## config.mk

```make
export PLATFORM = sky130hd
export DESIGN_NAME = fetch_unit_flat
export DESIGN_NICKNAME = d
export VERILOG_FILES = /design/src/rtl/fetch_unit_if.sv /design/src/rtl/fetch_unit.sv /design/src/flat_wrapper.sv
export SDC_FILE = /design/constraint.sdc
export NUM_CORES = 1
export LEC_CHECK = 0
export CORE_UTILIZATION = 43
export CTS_CLUSTER_DIAMETER = 120
export DETAILED_ROUTE_END_ITERATION = 7
export PLACE_DENSITY = 0.9
export SETUP_SLACK_MARGIN = 0.2
export SYNTH_ARGS = -nofsm -noshare
export SYNTH_HDL_FRONTEND = slang
export SYNTH_SLANG_ARGS = --single-unit
```

## constraint.sdc

```tcl
create_clock -name clk -period 2.2 [get_ports clk]
set_input_delay 0.44 -clock clk [delete_from_list [all_inputs] [get_ports clk]]
set_output_delay 0.44 -clock clk [all_outputs]
set_load 0.01 [all_outputs]
```

## src/rtl/fetch_unit_if.sv

```systemverilog
// fetch_unit_if: bundles the fetch unit's memory bus, instruction handshake,
// jump request and debug pc into one interface.
//   master : fetch unit side (drives mem_addr, mem_ce, instr, instr_valid, pc)
//   slave  : memory / control unit side (drives mem_rdata, fetch_en,
//            instr_ready, jmp_en, jmp_addr)
interface fetch_unit_if;
    logic [15:0] mem_addr;
    logic        mem_ce;
    logic [7:0]  mem_rdata;
    logic        fetch_en;
    logic [15:0] instr;
    logic        instr_valid;
    logic        instr_ready;
    logic        jmp_en;
    logic [15:0] jmp_addr;
    logic [15:0] pc;

    modport master (
        output mem_addr, mem_ce, instr, instr_valid, pc,
        input  mem_rdata, fetch_en, instr_ready, jmp_en, jmp_addr
    );

    modport slave (
        input  mem_addr, mem_ce, instr, instr_valid, pc,
        output mem_rdata, fetch_en, instr_ready, jmp_en, jmp_addr
    );
endinterface

```

## src/rtl/fetch_unit.sv

```systemverilog
// fetch_unit: fetches 16-bit instructions as two bytes from an 8-bit memory
// with one cycle of read latency, and holds each instruction for the
// control unit until it is accepted.
//   clk  : rising-edge clock
//   rst  : asynchronous active-high reset
//   bus  : fetch_unit_if.master (memory bus, instr handshake, jump, pc)
// Parameter RESET_PC: program counter value loaded on reset.
module fetch_unit #(
    parameter logic [15:0] RESET_PC = 16'h0000
) (
    input  logic         clk,
    input  logic         rst,
    fetch_unit_if.master bus
);

    typedef enum logic [1:0] {F_HI, F_LO, F_CAP, VALID} state_t;

    state_t      state_q, state_d;
    logic [15:0] pc_q, pc_d;
    logic [15:0] instr_q, instr_d;
    logic [15:0] mem_addr;
    logic        mem_ce;

    always_ff @(posedge clk or posedge rst) begin
        if (rst) begin
            state_q <= F_HI;
            pc_q    <= RESET_PC;
            instr_q <= '0;
        end else begin
            state_q <= state_d;
            pc_q    <= pc_d;
            instr_q <= instr_d;
        end
    end

    always_comb begin
        state_d  = state_q;
        pc_d     = pc_q;
        instr_d  = instr_q;
        mem_addr = pc_q;
        mem_ce   = 1'b0;

        case (state_q)
            F_HI: begin
                mem_ce = bus.fetch_en;
                if (bus.fetch_en) state_d = F_LO;
            end
            F_LO: begin
                // Data returned this cycle belongs to the F_HI read of pc.
                mem_addr        = pc_q + 16'd1;
                mem_ce          = 1'b1;
                instr_d[15:8]   = bus.mem_rdata;
                state_d         = F_CAP;
            end
            F_CAP: begin
                instr_d[7:0] = bus.mem_rdata;
                pc_d         = pc_q + 16'd2;
                state_d      = VALID;
            end
            VALID: begin
                if (bus.instr_ready) state_d = F_HI;
            end
            default: state_d = F_HI;
        endcase

        // A jump overrides both the pc increment and any state transition;
        // a partially assembled instr is left behind but never marked valid.
        if (bus.jmp_en) begin
            pc_d    = bus.jmp_addr;
            state_d = F_HI;
        end

        // Reset forces the state to F_HI asynchronously, where mem_ce would
        // otherwise follow fetch_en; gate it so no read leaks out under reset.
        if (rst) mem_ce = 1'b0;
    end

    assign bus.mem_addr    = mem_addr;
    assign bus.mem_ce      = mem_ce;
    assign bus.instr       = instr_q;
    assign bus.instr_valid = (state_q == VALID);
    assign bus.pc          = pc_q;

endmodule
```

## src/flat_wrapper.sv

```systemverilog
// flat-port wrapper written by rule: the top's interface ports become plain ports
module fetch_unit_flat 
#(
    parameter logic [15:0] RESET_PC = 16'h0000
)
  (clk, rst, bus_mem_addr, bus_mem_ce, bus_instr, bus_instr_valid, bus_pc, bus_mem_rdata, bus_fetch_en, bus_instr_ready, bus_jmp_en, bus_jmp_addr);
  fetch_unit_if bus_i ();
  input  logic clk;
  input  logic rst;
  output wire logic [$bits(bus_i.mem_addr)-1:0] bus_mem_addr;
  output wire logic [$bits(bus_i.mem_ce)-1:0] bus_mem_ce;
  output wire logic [$bits(bus_i.instr)-1:0] bus_instr;
  output wire logic [$bits(bus_i.instr_valid)-1:0] bus_instr_valid;
  output wire logic [$bits(bus_i.pc)-1:0] bus_pc;
  input wire logic [$bits(bus_i.mem_rdata)-1:0] bus_mem_rdata;
  input wire logic [$bits(bus_i.fetch_en)-1:0] bus_fetch_en;
  input wire logic [$bits(bus_i.instr_ready)-1:0] bus_instr_ready;
  input wire logic [$bits(bus_i.jmp_en)-1:0] bus_jmp_en;
  input wire logic [$bits(bus_i.jmp_addr)-1:0] bus_jmp_addr;
  assign bus_mem_addr = bus_i.mem_addr;
  assign bus_mem_ce = bus_i.mem_ce;
  assign bus_instr = bus_i.instr;
  assign bus_instr_valid = bus_i.instr_valid;
  assign bus_pc = bus_i.pc;
  assign bus_i.mem_rdata = bus_mem_rdata;
  assign bus_i.fetch_en = bus_fetch_en;
  assign bus_i.instr_ready = bus_instr_ready;
  assign bus_i.jmp_en = bus_jmp_en;
  assign bus_i.jmp_addr = bus_jmp_addr;
  fetch_unit #(.RESET_PC(RESET_PC)) u_core (.clk(clk), .rst(rst), .bus(bus_i));
endmodule
```

==> Word level (Yosys, flattened, before mapping) <==
Index checks and enable logic that the tools add are counted.
W data, S select, Z words.
{ "word_totals": {"regBits": 34, "input_bits": 29, "output_inout_bits": 50} }
{ "op_classes": {"addsub": 2, "n_eq_ne": 5, "mux": 9, "reduce_logical": 3} }
{ "op_table": {"columns": ["operator", "count"], "rows": [
  ["$mux W16", 3],
  ["$add A16 B1 Y16 const B", 1],
  ["$add A16 B2 Y16 const B", 1],
  ["$pmux W2 S4", 1],
  ["$mux W2", 3],
  ["$eq A2 B2 Y1 const B", 2],
  ["$ne A3 B1 Y1 const B", 1],
  ["$ne A3 B3 Y1 const B", 1],
  ["$eq A2 B1 Y1 const B", 1],
  ["$logic_not A2 Y1", 1],
  ["$pmux W1 S2", 1],
  ["$reduce_and A2 Y1", 1],
  ["$reduce_bool A2 Y1", 1],
  ["$mux W1", 1]
]} }

==> Depth between registers and ports, before layout <==
Gate-level depths: netlist (run 1).
{ "depth": {"ltp_word": 3, "mapped_depth": 7, "mapped_depth_nobuf": 6} }

==> Worst setup path after synthesis (run 1) <==
Ideal clock, no wire load.
{ "synth_timing": {"path_type": "reg-to-output", "from": "register u_core.pc_q[2], in the netlist u_core.bus.pc[2]", "to": "output bus_mem_addr[15]", "t_arrival_ps": 1536, "path_slack_ps": 224, "path_stages_with_launch": 7, "n_path_buf": 1, "cell_sequence": "dfrtp_1 ha_1 buf_2 nand3_1 nor2_1 nand3b_1 xnor2_1"} }
{ "synth_between": {"elab_chain_len": 2} }
{ "synth_rtl": {"columns": ["element", "line_no", "rtl"], "rows": [
  ["start, declared", "fetch_unit.sv:19", "logic [15:0] pc_q, pc_d;"],
  ["start signal, assigned", "fetch_unit.sv:31", "pc_q <= pc_d;"],
  ["$add A16 B1 Y16", "fetch_unit.sv:50", "mem_addr = pc_q + 16'd1;"],
  ["$mux W16", "fetch_unit.sv:43", "case (state_q)"],
  ["end, declared", "flat_wrapper.sv:10", "output wire logic [$bits(bus_i.mem_addr)-1:0] bus_mem_addr;"]
]} }
Every way passes these cells.

==> Worst setup path in the final report (run 1) <==
{ "layout_timing": {"from": "register u_core.state_q[1]", "to": "output bus_mem_addr[3]"} }
{ "layout_between": {"elab_chain_len": 2} }
{ "layout_rtl": {"columns": ["element", "line_no", "rtl"], "rows": [
  ["start, declared", "fetch_unit.sv:18", "state_t state_q, state_d;"],
  ["start signal, assigned", "fetch_unit.sv:30", "state_q <= state_d;"],
  ["$eq A2 B1 Y1", "fetch_unit.sv:43", null],
  ["$mux W16", "fetch_unit.sv:43", null]
]} }
Every way passes these cells.

==> results of run 1 <==
==> cell type report <==
class / instances / area (µm²) / share of cell area
tap: 52 / 65.1 / 0.0202
clock buffer: 5 / 68.8 / 0.0214
multi-input combinational: 141 / 1140 / 0.354
sequential: 34 / 852 / 0.265
clock inverter: 3 / 40.0 / 0.0125
inverter: 6 / 22.5 / 0.00701
timing repair buffer: 117 / 1030 / 0.320
==> through the flow <==
step / util / cell area [µm²]
final: 0.733 / 3210
after detailed placement: 0.678 / 2970
after floorplan: - / 1970
after global placement: 0.678 / 2970
after global routing: 0.733 / 3210
after CTS: 0.707 / 3100
==> kinds of logic after synthesis <==
logic type / share of synthesized area
buf+inv: 0.0470
compound gates: 0.0540
simple gates: 0.186
fa+ha+maj: 0.0381
mux: 0.118
flops: 0.432
xor+xnor: 0.125
==> metal layers <==
layer / global-route usage / part of all wire / vias to the layer above / wire length (µm)
li1: - / - / 885 / -
met1: 0.274 / 0.38 / 896 / 2120
met2: 0.405 / 0.53 / 96 / 2990
met3: 0.0625 / 0.080 / 8 / 452
met4: 0.0556 / 0.012 / 0 / 66
met5: 0 / 0 / - / 0
==> state kept, by name (all words and copies together) (netlist names) <==
name and flops:
u_core.bus.pc 16, u_core.bus.instr 16, u_core.state_q 2
==> synthesized netlist by cell type (2+ instances only) <==
cell type   n
ha_1        6
nor2_1     10
and2_1      2
nor4_2      3
nand4_1     9
buf_2       8
clkbuf_1    6
nand2_1    24
a21oi_1     2
xor2_1     10
inv_1       6
mux2i_1     3
o21ai_1     5
o21ai_0     8
nor3_1      3
mux2_2     18
nand3_1     8
dfrtp_1    34
xnor2_1    18
==> path summary, 6_finish.rpt <==
path / start / to / cells after the start
max: u_core.state_q[1] / bus_mem_addr[3] / 7
min: rst / u_core.bus.instr[13] / 2
max reg2reg: u_core.state_q[0] / u_core.bus.pc[14] / 7
min reg2reg: u_core.bus.instr[15] / u_core.bus.instr[15] / 1
max in group asynchronous: rst / u_core.bus.pc[10] / 3
min in group clk: u_core.bus.instr[15] / u_core.bus.instr[15] / 1
==> power by group <==
part / leakage [µW] / switching [µW] / internal, µW / total, µW
combinational: 0.000899 / 696 / 987 / 1680
sequential: 0.000406 / 130 / 830 / 960
clock: 0.0000579 / 226 / 333 / 559
total: 0.00136 / 1050 / 2150 / 3200
==> cells in the final DEF, fill, tap and decap left out, drive strengths merged, types with 3 or more instances in the layout <==
master | Yosys | layout
nand2 | 24 | 24
inv | 6 | 6
o21ai | 14 | 14
nor4 | 3 | 3
ha | 6 | 6
xnor2 | 18 | 18
mux2 | 18 | 18
nand4 | 10 | 10
dfrtp | 34 | 34
buf | 9 | 54
clkdlybuf4s50 | 0 | 60
nor3 | 4 | 4
nor2 | 10 | 10
clkbuf | 6 | 6
xor2 | 10 | 10
nand3 | 9 | 9
mux2i | 3 | 3
==> timing repair <==
| item | CTS | global route |
|---|---|---|
| endpoints found under the setup margin | 17 | 16 |
| endpoints found under the hold margin | 0 | 0 |
| pin swaps | 9 | 13 |
| gates resized for setup | 73 | 28 |
| buffers inserted | 6 | 3 |
==> results.md, run 1 <==
* Outcome: finished clean
* Slew Limit Fails at 0
* Starting Density at 0.449
* FF-to-FF setup slack at about 0.33 ns
* Worst-margin pin slew at between 0.4 and 0.5 ns
* Hold_buf cts at 0
* Layout overhead on the synthesized area at 63.2%
* Final setup violation count at 0
* # port buffers at 78
* Critical Path Start Type: flip-flop
* RSZ-0062 raised after global routing: yes
* # diodes at 0
* Setup TNS at 0 ns
* Min-delay worst type: primary input to async pin
* Critical Path End Type: output port
* Clock Skews at around 0.005 ns
* Cell area after synthesis at approximately 2000 µm²
* Num CTS Buffers at 5
* Seq/Total Area, Yosys at 0.432
* First-pass GRT wire length at 8.93 mm
* CP Cell Sequence: inv_2 -> ha_4 -> nand3_2 -> buf_4 -> buf_4 -> xnor2_1 -> clkbuf_2
* Vias per cell at 5.27
* FMAX at around 460 MHz
* CTS Root Cell: clkbuf_8
* EDFF count, synth at 0
* Die Y at roughly 70 µm
* Final setup margin at about 0.016 ns
* Pwr Total at between 3000 and 4000 µW
* Routability cong. at 0.878
* Leak at roughly 0.0014 µW
* Async SR Flop Fraction at 1.00
* P per Cell Area at about 1000 nW/µm²
* CTS tree: built
* Clock Sinks at 34
* Max cap viols at 0
* Largest net degree at the start of global routing at 33
* Ys flop type: dfrtp_1
* GR Overflow Total at 0
* CTS clock-pin slew for the worst setup and hold paths at about 0.070 ns
* Critical Path AT at roughly 1.7 ns
* Drt pass-1 iters at 4
* Maximum vdd drop at 0.735 mV
* CP Max Fanout at 4
* Synth Register Bits at 34
* Cells after Synth at 196
* YS warnings at 0
* Fin crit period at roughly 2.2 ns
* Clock Latency Late Sink at 0.28 ns
* Inst Count DP at 341
* Syn Area/Cell at around 10 µm²
* CP Buf/Inv Count at 4
* WP data required at approximately 1.8 ns
* Most used cell, CP: buf_4
* Fill cell count at 309
* Final nets at 340
* Synth area leaders: dfrtp_1, mux2_2, xnor2_1, nand2_1, xor2_1
* I/O Pins at 79
* GRT Util Overall at 0.228
* Die ar. at around 4900 µm²
* Via count at ~1900
* Core box area at between 4000 and 5000 µm²
* DR DRC count at 0
* Chip Width at roughly 70 µm
* CP max stage cell: dfrtp_1
* Worst path max stage delay at 0.39 ns
* Initial antenna violation count at 0
* Area leader, netlist: dfrtp_1
* Cell Count, Final, Fillers Out at ~360
* Hold Vio Cnt, Final at 0
* Synth top area share at 0.432
* Via count of the first global-routing pass at ~1900
* Layout cell share with drive strength beyond 1 at 0.353
* Routed wire length at approximately 5.6 mm
* Worst setup path class: flip-flop to output port
* Rows at 24
* Clock Tree Buf Depth at 2
* Hold Slack at about 0.34 ns
* Net count after synthesis at approximately 230
* Final ANT Viol Nets at 0
* Worst slew margin at 0.700
* 1st-iter DRT viols at between 150 and 200
* Routed len/inst at around 16 µm
* Synth cell types at 32
* Final period utilization at 0.993
* H-tree depth at 2
* Post-DP HPWL at between 3 and 4 mm
* Top delay family on crit path: buffers and inverters
* Pre-CTS WS at -0.0542 ns
No activity file was read; power rests on OpenSTA's default activity.
==> run 2, diff against run 1 <==
--- a/config.mk
+++ b/config.mk
@@ -7,8 +7,9 @@
 export LEC_CHECK = 0
 export CORE_UTILIZATION = 43
 export CTS_CLUSTER_DIAMETER = 120
+export CTS_CLUSTER_SIZE = 14
 export DETAILED_ROUTE_END_ITERATION = 7
-export PLACE_DENSITY = 0.9
+export PLACE_DENSITY = 0.78
 export SETUP_SLACK_MARGIN = 0.2
 export SYNTH_ARGS = -nofsm -noshare
 export SYNTH_HDL_FRONTEND = slang
==> run 2 against run 1 <==
Compared with the run above:
- sequential share of layout area about the same
- final area is 0.12% lower
- final cell count is 0.56% higher
- critical path type unchanged
==> results.md, run 2 (synthesis results as in run 1) <==
* Via count at between 1500 and 2000
* Die Y at ~70 µm
* Worst hold path cell count at 1
* GR Util met1 at 0.268
* Vias per cell at 5.19
* DR DRC count at 0
* Pwr Total at between 3000 and 4000 µW
* CTS Root Cell: clkbuf_8
* Most frequent cells in the layout: clkdlybuf4s50_1, buf_4, dfrtp_1
* WP data required at roughly 1.8 ns
* Worst-margin pin slew at between 0.4 and 0.5 ns
* Routed wire length at about 5.6 mm
* Clock Tree Buf Depth at 2
* Share of power burned in registers at 0.308
* Final setup violation count at 0
* # port buffers at between 70 and 80
* Critical Path Start Type: flip-flop
* Hold Slack at around 0.5 ns
* Layout overhead on the synthesized area at 63.0%
* RSZ-0062 raised after global routing: yes
* Maximum vdd drop at between 0.7 and 0.8 mV
* Switching pwr at 1060 µW
* P per Cell Area at 973 nW/µm²
* Grt met3 use at 0.0858
* Core box area at ~4400 µm²
* Via count of the first global-routing pass at 1869
* Post-DP HPWL at roughly 3.8 mm
* Clock Sinks at 34
* Starting Density at 0.449
* RR Endpoint: u_core.bus.pc[12]
* FF-to-FF setup slack at approximately 0.36 ns
* Clock Latency Late Sink at around 0.29 ns
* FMAX at around 460 MHz
* Clock Skews at 0.00804 ns
* First-pass GRT wire length at 8.91 mm
* Critical Path AT at 1.74 ns
* Sw frac at 0.338
* Chip Width at between 60 and 70 µm
* Die ar. at between 4000 and 5000 µm²
* Final ANT Viol Nets at 0
* Initial antenna violation count at 0
* Hold Path End: u_core.bus.instr[10]
* Layout cell share with drive strength beyond 1 at 0.357
* GRT Util Overall at 0.232
* GR Overflow Total at 0
* Min-delay worst type: flip-flop to flip-flop
* Final nets at approximately 340
* Routed len/inst at approximately 16 µm
* 1st-iter DRT viols at 76
* Slew Limit Fails at 0
* # diodes at 0
* Part of the power in the clock network at 0.154
* Num CTS Buffers at 5
* Cell Count, Final, Fillers Out at 360
* Hold Vio Cnt, Final at 0
* Grt met2 use at 0.409
* Inst Count DP at between 300 and 400
* Reg2reg start: u_core.state_q[0]
* Rows at 24
* GRT busiest layer: met2
* Largest net degree at the start of global routing at 35
* Worst setup path class: flip-flop to output port
* CP Max Fanout at 3
* Combinational group share of total power at 0.538
* H-tree depth at 2
* CTS clock-pin slew for the worst setup and hold paths at 0.07 ns
* Internal at between 2000 and 2500 µW
* Commonest non-fill, non-tap cell in the layout: clkdlybuf4s50_1
* Leak at ~0.0014 µW
* Critical Path End Type: output port
* Outcome: finished clean
* HP Start: u_core.bus.instr[10]
* Fin crit period at 2.18 ns
* Max cap viols at 0
* Worst slew margin at 0.710
* CTS tree: built
* I/O Pins at 79
* Final period utilization at 0.991
* Drt pass-1 iters at 4
* Routability cong. at 0.850
* Worst-case reg-to-reg path depth at 7
-- run 2: layout make-up --
class                   count  area (µm²)
clock buffers               7        86.3
repair buffers            119        1040
flip-flops and latches     34         851
clock inverters             1        5.00
inverters                   6        22.5
multi-input cells         141        1140
fillers                   326        1170
well taps                  52        65.1
-- run 2: worst max-delay path by stage --
stage | start | to | slack [ns] | cells past startpoint
2_1_floorplan | u_core.bus.pc[2] | bus_mem_addr[15] | 0.22 | 6
5_1_grt | u_core.bus.pc[1] | bus_mem_addr[10] | -0.05 | 6
3_5_place_dp | u_core.state_q[1] | bus_mem_addr[10] | -0.07 | 7
3_3_place_gp | u_core.state_q[1] | bus_mem_addr[10] | -0.0006 | 7
4_1_cts | u_core.bus.pc[1] | bus_mem_addr[10] | 0.01 | 6
6_report | u_core.bus.pc[1] | bus_mem_addr[10] | 0.02 | 6
-- run 2: routing by layer --
metal	up-vias	routed length, µm	part of all wire
li1	889	-	-
met4	0	36	0.0064
met3	5	429	0.077
met1	911	2220	0.40
met5	-	0	0
met2	64	2900	0.52
-- run 2: through the flow --
| stage | utilization | setup TNS (ns) | worst slack [ns] | cell area, µm² |
|---|---|---|---|---|
| CTS | 0.713 | 0 | 0.0142 | 3130 |
| detailed placement | 0.674 | -0.168 | -0.0651 | 2960 |
| floorplan | - | 0 | 0.224 | 1970 |
| finish | 0.732 | 0 | 0.0205 | 3210 |
| global route | 0.732 | -0.138 | -0.0476 | 3210 |
| global placement | 0.674 | -0.000647 | -0.000647 | 2960 |
-- run 2: power groups by stage --
stage          clock (µW)  sequential [µW]  combinational (µW)
2_1_floorplan           0             1050                 597
3_3_place_gp            0              950                1460
3_5_place_dp            0              960                1480
4_1_cts               491              956                1620
5_1_grt               519              985                1800
6_report              482              962                1680
-- run 2: critical path: stages, from the launching register on --
cell and delay, ns:
dfrtp_1 0.44, ha_2 0.24, nand3_2 0.09, or2_4 0.28, nor2_2 0.09, xor2_1 0.15, buf_2 0.15
-- run 2: what timing repair did --
item | CTS | global route
pin swaps | 3 | 9
hold buffers | 0 | 0
setup buffers | 8 | 5
setup endpoints to repair | 17 | 18
gates resized for setup | 76 | 23
==> run 3, diff against run 2 <==
--- a/config.mk
+++ b/config.mk
@@ -5,12 +5,14 @@
 export SDC_FILE = /design/constraint.sdc
 export NUM_CORES = 1
 export LEC_CHECK = 0
-export CORE_UTILIZATION = 43
+export CORE_UTILIZATION = 45
+export CTS_BUF_LIST = sky130_fd_sc_hd__clkbuf_8
 export CTS_CLUSTER_DIAMETER = 120
-export CTS_CLUSTER_SIZE = 14
+export CTS_CLUSTER_SIZE = 24
 export DETAILED_ROUTE_END_ITERATION = 7
-export PLACE_DENSITY = 0.78
+export PLACE_DENSITY = 0.81
 export SETUP_SLACK_MARGIN = 0.2
+export SKIP_LAST_GASP = 1
 export SYNTH_ARGS = -nofsm -noshare
 export SYNTH_HDL_FRONTEND = slang
 export SYNTH_SLANG_ARGS = --single-unit
==> run 3 against run 2 <==
Compared with the run above:
- core utilization increased by 3.0 points
- die area shrank 4.3%
- final area down 3.0%
- critical path type unchanged
- flip-flop and latch count is the same
- combinational power shrank 9.5%
- worst setup slack gained 0.052 ns
- register-to-register slack worse by 0.07 ns
==> results.md, run 3 (synthesis results as in run 1) <==
* Outcome: finished clean
* GR Overflow Total at 0
* Pre-CTS WS at -0.133 ns
* Critical Path Start Type: flip-flop
* Clock Tree Buf Depth at 2
* Maximum vdd drop at 0.668 mV
* Clock Skews at between 0.003 and 0.004 ns
* Reg2reg start: u_core.state_q[0]
* Via count of the first global-routing pass at around 1800
* P per Cell Area at about 940 nW/µm²
* Max cap viols at 0
* Clock Sinks at 34
* Fin util at 0.762
* Hold_buf cts at 0
* Die Y at between 60 and 70 µm
* Fin crit period at 2.13 ns
* Drt pass-1 iters at 4
* Hold Vio Cnt, Final at 0
* Fill cell count at between 200 and 300
* Critical Path AT at roughly 1.7 ns
* Layout overhead on the synthesized area at 58.1%
* CTS Root Cell: clkbuf_8
* Area of the multi-input gates at 1100 µm²
* Min-delay worst type: flip-flop to flip-flop
* Worst setup path class: flip-flop to output port
* Final setup margin at around 0.073 ns
* H-tree depth at 2
* CTS tree: built
* Starting Density at 0.482
* Clock Latency Late Sink at around 0.29 ns
* Routability cong. at ~0.84
* Routed wire length at between 5 and 6 mm
* Cell Count, Final, Fillers Out at around 350
* Critical Path End Type: output port
* Routed len/inst at roughly 15 µm
* CP Max Fanout at 7
* Via count at between 1500 and 2000
* 1st-iter DRT viols at around 110
* RSZ-0062 raised after global routing: yes
* Final setup violation count at 0
* Initial antenna violation count at 0
* CTS clock-pin slew for the worst setup and hold paths at 0.07 ns
* GRT Util Overall at 0.235
* CP max stage cell: dfrtp_1
* Most frequent cells in the layout: clkdlybuf4s50_1, buf_4, dfrtp_1
* Critical path startpoint: u_core.state_q[1]
* I/O Pins at 79
* DP Area at about 3000 µm²
* Hold Slack at 0.506 ns
* Worst path max stage delay at approximately 0.40 ns
* Chip Width at 68.2 µm
* Inst Count DP at 340
* Worst slew margin at 0.710
* FMAX at between 400 and 500 MHz
* WP data required at approximately 1.8 ns
* Layout cell share with drive strength beyond 1 at 0.331
* # diodes at 0
* Vias per cell at between 5 and 6
* HP Start: u_core.bus.instr[5]
* Slew Limit Fails at 0
* Final ANT Viol Nets at 0
* CP Cell Sequence: inv_2 -> ha_4 -> buf_4 -> mux2_2 -> dlygate4sd2_1
* Final period utilization at 0.967
* Post-DP HPWL at roughly 3.9 mm
* Register area at 851 µm²
* Post-route cell area at roughly 3100 µm²
* Die ar. at 4650 µm²
* Largest net degree at the start of global routing at 35
* First-pass GRT wire length at between 8 and 9 mm
* DR DRC count at 0
* Worst-margin pin slew at 0.435 ns
* Leak at approximately 0.0013 µW
* Rows at 23
* Final nets at 336
* Num CTS Buffers at 5
* Core box area at 4090 µm²
* Commonest non-fill, non-tap cell in the layout: clkdlybuf4s50_1
* # port buffers at 78
[run 3: path summary, 6_finish.rpt]
kind	endpoint	depth (start not counted)	slack [ns]
hold / removal	u_core.bus.instr[5]	1	0.51
setup reg to reg	u_core.bus.pc[11]	8	0.29
min in group asynchronous	u_core.bus.pc[3]	3	0.58
setup / recovery	bus_mem_addr[1]	5	0.07
max in group asynchronous	u_core.bus.pc[2]	3	1.30
hold reg to reg	u_core.bus.instr[5]	1	0.51
[run 3: per-layer routing]
metal | global-route usage | vias up | wire length, µm
met5 | 0 | - | 0
met4 | 0.0990 | 0 | 102
met3 | 0.0700 | 10 | 405
met2 | 0.387 | 72 | 2540
met1 | 0.284 | 892 | 2200
li1 | - | 879 | -
[run 3: power breakdown]
part	switching [µW]	total [µW]	leakage, µW	internal, µW
registers	129	958	0.000407	829
logic	633	1520	0.000841	890
clock network	238	460	0.0000441	222
[run 3: layout make-up]
type,instances,area share
flip-flops and latches,34,0.273
clock buffers,5,0.0221
repair buffers,113,0.316
well taps,50,0.0201
clock inverters,3,0.00683
multi-input cells,141,0.355
inverters,6,0.00723
[run 3: critical path: cells and delay by family, from the launching register on]
family     cells  cell delay (ns)
mux            1             0.33
fa+ha+maj      1             0.15
buf+inv        3             0.53
flops          1             0.40
[run 3: what timing repair did]
| action | in CTS | in global routing |
|---|---|---|
| setup endpoints to repair | 17 | 20 |
| pin swaps | 0 | 9 |
| resized for setup | 53 | 26 |
| setup buffers | 0 | 4 |
[run 3: through the flow]
stage	total power, µW	TNS (ns)
3_5_place_dp	2450	-0.252
3_3_place_gp	2420	-0.106
2_1_floorplan	1650	0
6_report	2940	0
5_1_grt	3110	-0.00386
4_1_cts	2910	-0.125
